[src/rtl/run_det_pkg.sv]
// Shared definitions for the run detector: run-type encodings and default sizes.
package run_det_pkg;

  localparam int CH_DEF    = 4;
  localparam int CNT_W_DEF = 4;

  typedef enum logic [1:0] {
    MODE_ONES   = 2'b00,
    MODE_ZEROS  = 2'b01,
    MODE_EITHER = 2'b10,
    MODE_OFF    = 2'b11
  } mode_e;

endpackage

[src/rtl/run_det_if.sv]
// Control, serial data and result bundle of the run detector.
interface run_det_if #(
  parameter int CH    = 4,
  parameter int CNT_W = 4
);
  logic                en;
  logic [1:0]          mode;
  logic [CNT_W-1:0]    thresh;
  logic [CH-1:0]       w;
  logic [CH-1:0]       z;
  logic [CH-1:0]       det;
  logic [CH*CNT_W-1:0] run_len;

  modport master (output en, mode, thresh, w, input z, det, run_len);
  modport slave  (input en, mode, thresh, w, output z, det, run_len);
endinterface

[src/rtl/run_det_ch.sv]
// One channel of the run detector: run counter, level and reach-pulse flags.
module run_det_ch
  import run_det_pkg::*;
#(
  parameter int CNT_W = CNT_W_DEF
) (
  input  logic             clk,
  input  logic             rst,
  input  logic             en_i,
  input  logic [1:0]       mode_i,
  input  logic [CNT_W-1:0] thresh_i,
  input  logic             clr_i,
  input  logic             w_i,
  output logic             z_o,
  output logic             det_o,
  output logic [CNT_W-1:0] cnt_o
);

  localparam logic [CNT_W-1:0] CNT_MAX = '1;

  logic [CNT_W-1:0] cnt_q, cnt_d, cnt_inc;
  logic             last_w_q, last_w_d;
  logic             seen_q, seen_d;
  logic             z_q, z_d;
  logic             det_q, det_d;
  logic             match;

  // Next-state: match the sample, advance or restart the run, derive z/det.
  always_comb begin
    cnt_d    = cnt_q;
    last_w_d = last_w_q;
    seen_d   = seen_q;
    z_d      = z_q;
    det_d    = 1'b0;
    match    = 1'b0;
    cnt_inc  = (cnt_q == CNT_MAX) ? CNT_MAX : cnt_q + 1'b1;

    case (mode_i)
      MODE_ONES:   match = w_i;
      MODE_ZEROS:  match = ~w_i;
      MODE_EITHER: match = seen_q && (w_i == last_w_q);
      default:     match = 1'b0;
    endcase

    if (clr_i || (mode_i == MODE_OFF)) begin
      cnt_d  = '0;
      seen_d = 1'b0;
      z_d    = 1'b0;
    end else if (en_i) begin
      // In either-value mode a breaking sample starts a new run of length 1.
      if (match)
        cnt_d = cnt_inc;
      else if (mode_i == MODE_EITHER)
        cnt_d = CNT_W'(1);
      else
        cnt_d = '0;
      z_d      = (thresh_i != '0) && (cnt_d >= thresh_i);
      det_d    = (thresh_i != '0) && (cnt_d == thresh_i) && (cnt_q < thresh_i);
      last_w_d = w_i;
      seen_d   = 1'b1;
    end
  end

  // Channel state register with asynchronous clear.
  always_ff @(posedge clk or negedge rst) begin
    if (!rst) begin
      cnt_q    <= '0;
      last_w_q <= 1'b0;
      seen_q   <= 1'b0;
      z_q      <= 1'b0;
      det_q    <= 1'b0;
    end else begin
      cnt_q    <= cnt_d;
      last_w_q <= last_w_d;
      seen_q   <= seen_d;
      z_q      <= z_d;
      det_q    <= det_d;
    end
  end

  assign z_o   = z_q;
  assign det_o = det_q;
  assign cnt_o = cnt_q;

endmodule

[src/rtl/run_detector.sv]
// Multi-channel run detector: shared mode/thresh change detection plus CH channels.
module run_detector
  import run_det_pkg::*;
#(
  parameter int CH    = CH_DEF,
  parameter int CNT_W = CNT_W_DEF
) (
  input  logic     clk,
  input  logic     rst,
  run_det_if.slave bus
);

  logic [1:0]       mode_q;
  logic [CNT_W-1:0] thresh_q;
  logic             clr;

  // Remember the configuration seen at the previous edge.
  always_ff @(posedge clk or negedge rst) begin
    if (!rst) begin
      mode_q   <= MODE_OFF;
      thresh_q <= '0;
    end else begin
      mode_q   <= bus.mode;
      thresh_q <= bus.thresh;
    end
  end

  // Leaving the disabled mode is not treated as a change: the channels are
  // already cleared there, so the first sample afterwards counts. This also
  // makes the first edge after reset a genuine first sample.
  assign clr = (mode_q != MODE_OFF) &&
               ((bus.mode != mode_q) || (bus.thresh != thresh_q));

  for (genvar i = 0; i < CH; i++) begin : g_ch
    run_det_ch #(.CNT_W(CNT_W)) u_ch (
      .clk      (clk),
      .rst      (rst),
      .en_i     (bus.en),
      .mode_i   (bus.mode),
      .thresh_i (bus.thresh),
      .clr_i    (clr),
      .w_i      (bus.w[i]),
      .z_o      (bus.z[i]),
      .det_o    (bus.det[i]),
      .cnt_o    (bus.run_len[i*CNT_W +: CNT_W])
    );
  end

endmodule

[src/flat_wrapper.sv]
// flat-port wrapper written by rule: the top's interface ports become plain ports
module run_detector_flat import run_det_pkg::*;
#(
  parameter int CH    = CH_DEF,
  parameter int CNT_W = CNT_W_DEF
)
  (clk, rst, bus_en, bus_mode, bus_thresh, bus_w, bus_z, bus_det, bus_run_len);
  run_det_if #(.CH(CH), .CNT_W(CNT_W)) bus_i ();
  input  logic clk;
  input  logic rst;
  input wire logic [$bits(bus_i.en)-1:0] bus_en;
  input wire logic [$bits(bus_i.mode)-1:0] bus_mode;
  input wire logic [$bits(bus_i.thresh)-1:0] bus_thresh;
  input wire logic [$bits(bus_i.w)-1:0] bus_w;
  output wire logic [$bits(bus_i.z)-1:0] bus_z;
  output wire logic [$bits(bus_i.det)-1:0] bus_det;
  output wire logic [$bits(bus_i.run_len)-1:0] bus_run_len;
  assign bus_i.en = bus_en;
  assign bus_i.mode = bus_mode;
  assign bus_i.thresh = bus_thresh;
  assign bus_i.w = bus_w;
  assign bus_z = bus_i.z;
  assign bus_det = bus_i.det;
  assign bus_run_len = bus_i.run_len;
  run_detector #(.CH(CH), .CNT_W(CNT_W)) u_core (.clk(clk), .rst(rst), .bus(bus_i));
endmodule
[config.mk]
export PLATFORM = sky130hd
export DESIGN_NAME = run_detector_flat
export DESIGN_NICKNAME = d
export VERILOG_FILES = /design/src/rtl/run_det_pkg.sv /design/src/rtl/run_det_if.sv /design/src/rtl/run_det_ch.sv /design/src/rtl/run_detector.sv /design/src/flat_wrapper.sv
export SDC_FILE = /design/constraint.sdc
export NUM_CORES = 1
export LEC_CHECK = 0
export BUFFER_PORTS_ARGS = -buffer_cell sky130_fd_sc_hd__buf_2
export CAP_MARGIN = 20
export CORE_ASPECT_RATIO = 1.1
export CORE_MARGIN = 4
export CORE_UTILIZATION = 60
export DETAILED_ROUTE_END_ITERATION = 16
export PLACE_DENSITY = 0.83
export SETUP_SLACK_MARGIN = 0.4
export SLEW_MARGIN = 5
export SYNTH_ARGS = -nofsm -noshare
export SYNTH_HDL_FRONTEND = slang
export SYNTH_SLANG_ARGS = --single-unit
[constraint.sdc]
create_clock -name clk -period 3.8 [get_ports clk]
set_input_delay 0.76 -clock clk [delete_from_list [all_inputs] [get_ports clk]]
set_output_delay 0.76 -clock clk [all_outputs]
set_load 0.01 [all_outputs]
==> results of run 1 <==
-- worst max-delay path, cell delays in order --
cell	delay, ns
sky130_fd_sc_hd__buf_2	0.21
sky130_fd_sc_hd__nor2b_1	0.27
sky130_fd_sc_hd__o21ai_0	0.24
sky130_fd_sc_hd__a221oi_1	0.43
sky130_fd_sc_hd__ha_1	0.20
sky130_fd_sc_hd__nand4_1	0.14
sky130_fd_sc_hd__a2111oi_2	0.39
-- registers in the layout (all words and copies together), names as in the netlist --
register                   flops
u_core.g_ch.u_ch.cnt_o        16
u_core.g_ch.u_ch.det_o         4
u_core.g_ch.u_ch.last_w_q      4
u_core.g_ch.u_ch.seen_q        1
u_core.g_ch.u_ch.z_o           4
u_core.mode_q                  2
u_core.thresh_q                4
-- stage by stage --
| step | hold slack [ns] | std cells | power [mW] |
|---|---|---|---|
| final | 0.484 | 348 | 0.841 |
| after global routing | 0.518 | 348 | 0.886 |
| after CTS | 0.493 | 348 | 0.847 |
| after detailed placement | 0.469 | 340 | 0.560 |
| after global placement | 0.471 | 340 | 0.554 |
| after floorplan | 0.457 | 264 | 0.514 |
-- cell families after synthesis --
logic type,count (synthesis),synth area share
buf+inv,30,0.0635
compound gates,84,0.246
fa+ha+maj,32,0.152
mux,4,0.0171
xor+xnor,8,0.0265
flops,35,0.333
simple gates,71,0.162
-- power by group --
group	switching, mW	internal [mW]	total, mW
clock	0.142	0.146	0.288
combinational	0.0842	0.0596	0.144
sequential	0.0174	0.392	0.409
total	0.243	0.598	0.841
-- worst min path at each step --
stage | from | end | slack, ns | depth (start not counted)
6_report | u_core.g_ch[3].u_ch.z_o$_DFFE_PN0P_ | u_core.g_ch[3].u_ch.z_o$_DFFE_PN0P_ | 0.48 | 1
5_1_grt | u_core.g_ch[3].u_ch.z_o$_DFFE_PN0P_ | u_core.g_ch[3].u_ch.z_o$_DFFE_PN0P_ | 0.52 | 1
4_1_cts | u_core.g_ch[3].u_ch.z_o$_DFFE_PN0P_ | u_core.g_ch[3].u_ch.z_o$_DFFE_PN0P_ | 0.49 | 1
3_5_place_dp | u_core.g_ch[3].u_ch.z_o$_DFFE_PN0P_ | u_core.g_ch[3].u_ch.z_o$_DFFE_PN0P_ | 0.47 | 1
3_3_place_gp | u_core.g_ch[3].u_ch.z_o$_DFFE_PN0P_ | u_core.g_ch[3].u_ch.z_o$_DFFE_PN0P_ | 0.47 | 1
2_1_floorplan | rst | u_core.g_ch[0].u_ch.cnt_o[0]$_DFFE_PN0P_ | 0.46 | 0
-- routing by layer --
metal | GRT usage | vias to the layer above | part of all wire
met5 | 0 | - | 0
met4 | 0.109 | 0 | 0.015
met3 | 0.0311 | 9 | 0.048
met2 | 0.416 | 60 | 0.52
met1 | 0.305 | 1108 | 0.42
li1 | - | 1054 | -
-- placed cells by master, fill, tap and decap left out, types with 2 or more instances in the layout --
cell / netlist / routed
sky130_fd_sc_hd__a2111oi_2: 4 / 4
sky130_fd_sc_hd__a211o_1: 4 / 4
sky130_fd_sc_hd__a21o_1: 8 / 8
sky130_fd_sc_hd__a21oi_1: 12 / 12
sky130_fd_sc_hd__a221oi_1: 4 / 4
sky130_fd_sc_hd__a22o_1: 8 / 8
sky130_fd_sc_hd__a31oi_1: 4 / 4
sky130_fd_sc_hd__and2_1: 8 / 8
sky130_fd_sc_hd__buf_2: 2 / 36
sky130_fd_sc_hd__clkbuf_8: 0 / 6
sky130_fd_sc_hd__dfrtp_1: 33 / 33
sky130_fd_sc_hd__dfstp_2: 2 / 2
sky130_fd_sc_hd__ha_1: 32 / 32
sky130_fd_sc_hd__inv_1: 16 / 16
sky130_fd_sc_hd__mux2_1: 2 / 2
sky130_fd_sc_hd__mux2_2: 2 / 2
sky130_fd_sc_hd__nand2_1: 3 / 3
sky130_fd_sc_hd__nand2b_1: 12 / 12
sky130_fd_sc_hd__nand3_1: 8 / 8
sky130_fd_sc_hd__nand3b_1: 7 / 7
sky130_fd_sc_hd__nand4_1: 2 / 2
sky130_fd_sc_hd__nor2_1: 14 / 14
sky130_fd_sc_hd__nor3_1: 5 / 5
sky130_fd_sc_hd__nor3b_1: 4 / 4
sky130_fd_sc_hd__o2111ai_1: 4 / 4
sky130_fd_sc_hd__o211ai_1: 4 / 4
sky130_fd_sc_hd__o21a_1: 4 / 4
sky130_fd_sc_hd__o21ai_0: 12 / 12
sky130_fd_sc_hd__o22ai_1: 4 / 4
sky130_fd_sc_hd__o2bb2ai_1: 4 / 4
sky130_fd_sc_hd__o32ai_1: 4 / 4
sky130_fd_sc_hd__xor2_1: 8 / 8
-- cell type report --
cell class	count	area, um^2
Timing Repair Buffer	36	180
Clock buffer	7	86.3
Fill cell	361	1410
Sequential cell	35	878
Clock inverter	1	5.00
Multi-Input combinational cell	199	1590
Tap cell	54	67.6
Inverter	16	60.1
==> run summary, run 1 <==
Area fraction of the dominant cell type after synthesis: 0.313. Synthesis produced a netlist with a net count of 309. The run finished with clean final reports. The synthesized design contains 35 register bits. The clock sink total was 35. The clock arrives with 0.00518 ns of skew.

Row generation in the floorplan step produced 25 rows. The largest net degree at the start of global routing came out at 36. The number of optimization iterations in the first detailed-route pass is 4. The analysis attributes to cell leakage a power of 1.37 nW. The number of global-route vias before repair is 2195, and the peak clock frequency supported by timing is 0.406 GHz. For the number of vias in the routed layout, the log shows 2231. The tightest min-delay check is of the register to register type. The fraction of layout instances using a drive strength above 1 is 0.197, and the area of the die is 0.00553 mm^2. The run gives 6.17 mm as the total wire length after detailed routing. Counting flops with a built-in enable in the synthesized netlist gives 0. Before CTS, the worst setup slack after placement is 1.04 ns.

Power spread over the standard cell area amounts to 293 mW/mm^2. The detail route stage leaves a number of antenna-violating nets equal to 0. The buffer type at the clock tree root was sky130_fd_sc_hd__clkbuf_8. Global routing finished with a remaining overflow of 0.

The run gives 1.34 ns as the post-layout worst setup margin. The DRC marker count from the first detailed-route iteration is 229. For this run, design rule violations remaining after detail routing come to 0. At the end of the flow, the number of nets in the layout was 338.

The clock tree synthesis step divided the H-tree into 2 levels. The arrival time of data at the critical path endpoint was 2.64 ns; the via density per instance was 6.41. A synthesized cell averages 10.0 um^2. The total area inside the core boundary comes to 0.00429 mm^2. In the post-synthesis netlist, the biggest area contributors are sky130_fd_sc_hd__dfrtp_1 (31%), sky130_fd_sc_hd__ha_1 (15%), sky130_fd_sc_hd__nand2b_1 (2.8%), sky130_fd_sc_hd__a22o_1 (2.7%), sky130_fd_sc_hd__xor2_1 (2.7%). The first element of the critical path is bus_mode[0].

The path depth of the worst reg2reg path was 9; the fraction of the cycle the final worst path needs was 0.648. After routing, the total negative slack on setup checks comes to 0 ns. The critical path is of the input port to register type. The flop-to-flop setup slack was 1.51 ns; the total inserted antenna cells was 0.

Synthesis handed over a netlist of 264 instances. The first global-routing pass estimated 10.6 mm of wire. At the worst endpoint, the required time is 3.98 ns.

For the source-to-sink clock delay at the later pin of the worst-skew pair, the log shows 0.29 ns. The proportion of register bits with asynchronous set or reset after synthesis was 1.00. The congestion estimate from routability-driven global placement came to 0.860.

No sink is reached through more buffers than the 2 on the longest clock path. Yosys instantiated no cell more often than sky130_fd_sc_hd__dfrtp_1. Once the clock tree was built, the setup fixing pass inserted 0 buffers. The logs give 0 for the number of pins exceeding their max-slew limit in the final report and 0.00278 mm^2 for the total cell area at the placement stage. The top-level I/O count is 37, and the count of port buffers added during placement is 36.

The total of endpoints with negative setup slack in the final report was 0. The most used flip-flop cell after synthesis is sky130_fd_sc_hd__dfrtp_1. The mapped netlist covers 0.00264 mm^2. The worst register-to-register path begins at u_core.g_ch[2].u_ch.cnt_o[0]$_DFFE_PN0P_. Max-cap violations in this run came to 0. The overall die height is 77.6 um. The tools report the final hold violation count as 0. The number of buffers inserted by hold repair at cts came out at 0.

Die boundary width: 71.2 um. The synthesized netlist contains 46 unique library cells. The worst setup path is launched from an input port. Number of synthesis warnings: 0.

The estimated wirelength of the detail-placed design came out at 4.37 mm. The library cell occupying the most area in the post-synthesis netlist is sky130_fd_sc_hd__dfrtp_1. In this run, CTS created clock tree buffers numbering 5. The run gives 0.616 as the initial core utilization. The endpoint identified for the worst register-to-register timing path is u_core.g_ch[2].u_ch.z_o$_DFFE_PN0P_. The overall routing resource usage is 0.244. Of all nets on the critical path, the largest fanout is 18. The number of antenna violations at the first check in global routing was 0.

The minimum period implied by the final worst setup slack was 2.46 ns; the share of the core filled with cells was 0.670. Clock-pin slew was measured on the worst setup and hold paths at 0.07 ns. Setup repair after global routing left no endpoint under its margin. STA classifies the critical path endpoint as a register. IR analysis of the VDD net gives a maximum drop of 209 uV. The sequential cell area fraction in the yosys report is 0.333.

After detailed routing, the average wire length per cell comes to 17.7 um. Once the clock tree was built, the resizer swapped 0 gates to a different size. With fillers left out, the area of the finished cells amounts to 0.00287 mm^2. The area growth from synthesis to layout is 8.77%. TritonCTS built the clock tree.

In the synthesized netlist, the cells that appear most often are sky130_fd_sc_hd__dfrtp_1 (33), sky130_fd_sc_hd__ha_1 (32), sky130_fd_sc_hd__inv_1 (16), sky130_fd_sc_hd__nor2_1 (14). Transition time at the pin with the least slew margin: 0.817 ns. The run gives 0.452 as the worst relative slew slack. In this run the worst setup path terminates at u_core.g_ch[2].u_ch.det_o$_DFF_PN0_.
Note: power is estimated with default switching activity, not from simulation.
==> run 2, diff against run 1 <==
--- a/config.mk
+++ b/config.mk
@@ -9,9 +9,9 @@
 export CAP_MARGIN = 20
 export CORE_ASPECT_RATIO = 1.1
 export CORE_MARGIN = 4
-export CORE_UTILIZATION = 60
+export CORE_UTILIZATION = 58
 export DETAILED_ROUTE_END_ITERATION = 16
-export PLACE_DENSITY = 0.83
+export PLACE_DENSITY = 0.81
 export SETUP_SLACK_MARGIN = 0.4
 export SLEW_MARGIN = 5
 export SYNTH_ARGS = -nofsm -noshare
==> constraint.sdc (replaced) <==
create_clock -name clk -period 2.53 [get_ports clk]
set_input_delay 0.506 -clock clk [delete_from_list [all_inputs] [get_ports clk]]
set_output_delay 0.506 -clock clk [all_outputs]
set_load 0.01 [all_outputs]
==> run 2 against run 1 <==
Largest power group unchanged. Routed wire length is 9.9% higher. Power is 52% higher. Non-clock buffer count is 20 higher. Clock power is 40% higher. Via count is 3.9% higher. Flip-flop and latch count stayed put. Final cell count is 5.7% higher. Worst setup slack worse by 0.94 ns. Worst hold slack worse by 0.17 ns. Clock skew is 0.0026 ns higher. Sequential power is 50% higher.
==> run summary, run 2 (synthesis gave the netlist of run 1 again) <==
The flow ran to the end, and the final reports show no timing, DRC or antenna violations. The DRC violation count after routing is 0 (unchanged). The transition time at the pin with the least slew margin was 0.822 ns (+0.00445 ns); the pre-CTS setup slack was 0.170 ns (-0.868 ns). The final hold violation count came out at 0 (unchanged). The power per cell area was 407 mW/mm^2 (+39%). The number of instances in the placed design was 344 (+1.2%); the data required time at the worst endpoint was 2.71 ns (-1.27 ns).

The fraction of the cycle the final worst path needs is 0.844, and the minimum period implied by the final worst setup slack is 2.13 ns. Highest cell delay on the worst timing path: 0.43 ns (about the same). The overall die height was 78.8 um (+1.5%).

Setup repair after global routing could not meet its margin everywhere. The tools report the top-level I/O count as 37 (unchanged). Largest driver fanout on the critical path: 5 (-13). Path category of the worst min-delay check: input port to async pin. The run gives 2.31 ns (-0.33 ns) as the arrival time of data at the critical path endpoint. The critical path's top delay family is compound AO/OA/AOI/OAI gates. STA classifies the critical path endpoint as a register. The number of optimization iterations in the first detailed-route pass was 4 (unchanged).

The cell leakage power was 1.46 nW (+6.6%). The run gives 0.40 ns (-1.11 ns) as the flop-to-flop setup slack. The first element of the critical path was u_core.g_ch[2].u_ch.cnt_o[0]$_DFFE_PN0P_.

The per-cell routed wire length was 18.4 um (+3.9%). The buffer type at the clock tree root was sky130_fd_sc_hd__clkbuf_8. The total wire length after detailed routing was 6.78 mm (+9.9%); the share of the core filled with cells was 0.720 (+0.0496). Post-route non-filler standard cell count: 368 (+5.7%).

The count of buffering cells on the critical path with inverters included was 0 (-1). The number of pins exceeding their max-slew limit in the final report is 0 (unchanged), and the total inserted antenna cells is 0 (unchanged). The run gives 0.607 (-0.00886) as the initial core utilization.

The tools report the H-tree depth as 2 (unchanged). The library cell used most frequently in the layout, excluding fill and tap cells, is sky130_fd_sc_hd__buf_2. The fraction of layout instances using a drive strength above 1 was 0.306 (+0.108). The run gives 2319 (+3.9%) as the number of vias in the routed layout. The estimated wirelength of the detail-placed design is 4.47 mm (+2.2%). For the number of global-route vias before repair, the log shows 2322 (+5.8%). The setup TNS is 0 ns (unchanged), and the area of the die is 0.00570 mm^2 (+3.1%).

The logs give 0.29 ns (about the same) for the source-to-sink clock delay at the later pin of the worst-skew pair and 5 (unchanged) for the clock buffer count from CTS. The largest net degree at the start of global routing came out at 36 (unchanged). The tools report the startpoint kind of the worst setup timing path as a register. The startpoint identified for the worst register-to-register timing path is u_core.g_ch[2].u_ch.cnt_o[0]$_DFFE_PN0P_. The run gives 0 (unchanged) as the count of nets left with antenna violations after detail routing. For the number of antenna violations at the first check in global routing, the log shows 0 (unchanged). The logs give 314 (-13%) for the fill cell instance count of the final layout and 25 (unchanged) for the number of placement rows. Number of nets in the finished design: 358 (+5.9%).

The clock-pin slew of the registers on the worst-case setup and hold paths came out at 0.08 ns (about the same). The path depth of the worst reg2reg path is 9 (unchanged). Walking the worst path, the cells encountered are ha_4 > nand3_1 > a21oi_1 > o211ai_1 > ha_1 > nand2b_1 > a211o_1 > a21oi_2 > o2bb2ai_2.

The area of the core is 0.00435 mm^2 (+1.5%), and the number of buffers inserted by hold repair at cts is 0 (unchanged). TritonCTS built the clock tree. The start-to-end type of the worst setup path is register to register.

The total of endpoints with negative setup slack in the final report is 0 (unchanged). The via density per instance is 6.30 (-1.7%), and the max-cap violation count is 0 (unchanged). The worst clock skew is 0.00773 ns (+0.00255 ns). In the layout the commonest cells are sky130_fd_sc_hd__buf_2 (34), sky130_fd_sc_hd__ha_1 (28), sky130_fd_sc_hd__dfrtp_1 (28). The die boundary width is 72.3 um (+1.5%), and the peak clock frequency supported by timing is 0.469 GHz. The count of port buffers added during placement is 36 (unchanged). DRC marker count from the first detailed-route iteration: 213 (-7.0%). The final weighted congestion in routability-driven placement is 0.887 (+3.1%). The worst flop-to-flop path endpoint is u_core.g_ch[2].u_ch.z_o$_DFFE_PN0P_. The worst relative slew slack is 0.452 (about the same), and the post-layout worst setup margin is 0.396 ns (-0.941 ns).

The overall routing resource usage is 0.248 (+0.00327), and the global-route wire length before repair is 11.0 mm (+4.2%). The number of flip-flops in the largest register is 16 (unchanged), and the clock sink total is 35 (unchanged). The remaining global-route overflow is 0 (unchanged).

The largest vdd supply drop is 330 uV (+58%). The maximum buffer depth of the clock tree came out at 2 (unchanged). The cell at the slowest stage of the critical path is sky130_fd_sc_hd__dfrtp_2. The layout-stage area growth over the synthesis result came out at 18.5%.
## run 2: cell count changes in the layout (fill, tap and decap cells not counted), sizes merged
cell,change
buf,+18
clkbuf,+3
clkinv,-1
## run 2: final cells by class
class,count,area [um^2],share of cell area
inverter,16,60.1,0.0192
tap,54,67.6,0.0216
clock buffer,8,80.1,0.0256
timing repair buffer,56,335,0.107
multi-input combinational,199,1700,0.544
sequential,35,885,0.283
## run 2: where the power goes
group          internal (mW)  total, mW  switching (mW)
clock                  0.196      0.402           0.206
combinational          0.114      0.259           0.144
sequential             0.589      0.614          0.0253
## run 2: worst max path at each step
stage          cells past startpoint                                  end
6_report                           9  u_core.g_ch[2].u_ch.z_o$_DFFE_PN0P_
5_1_grt                            9  u_core.g_ch[2].u_ch.z_o$_DFFE_PN0P_
4_1_cts                            9  u_core.g_ch[1].u_ch.z_o$_DFFE_PN0P_
3_5_place_dp                       9  u_core.g_ch[2].u_ch.z_o$_DFFE_PN0P_
3_3_place_gp                       8  u_core.g_ch[2].u_ch.det_o$_DFF_PN0_
2_1_floorplan                     10  u_core.g_ch[3].u_ch.z_o$_DFFE_PN0P_
## run 2: timing repair
item,in CTS,in global routing
gates resized for setup,8,21
pin swaps,6,16
buffers inserted,12,4
setup endpoints to repair,4,6
## run 2: metrics by stage
| step | hold slack (ns) | total power [mW] | area, um^2 |
|---|---|---|---|
| detailed placement | 0.479 | 0.848 | 2810 |
| finish | 0.310 | 1.27 | 3130 |
| global route | 0.366 | 1.34 | 3130 |
| CTS | 0.336 | 1.26 | 3000 |
| floorplan | 0.210 | 0.772 | 2640 |
| global placement | 0.471 | 0.838 | 2810 |
## run 2: layer usage
layer	track usage	wire [um]
met3	0.0481	466
met4	0.0883	244
met5	0	0
met1	0.312	2720
met2	0.419	3350
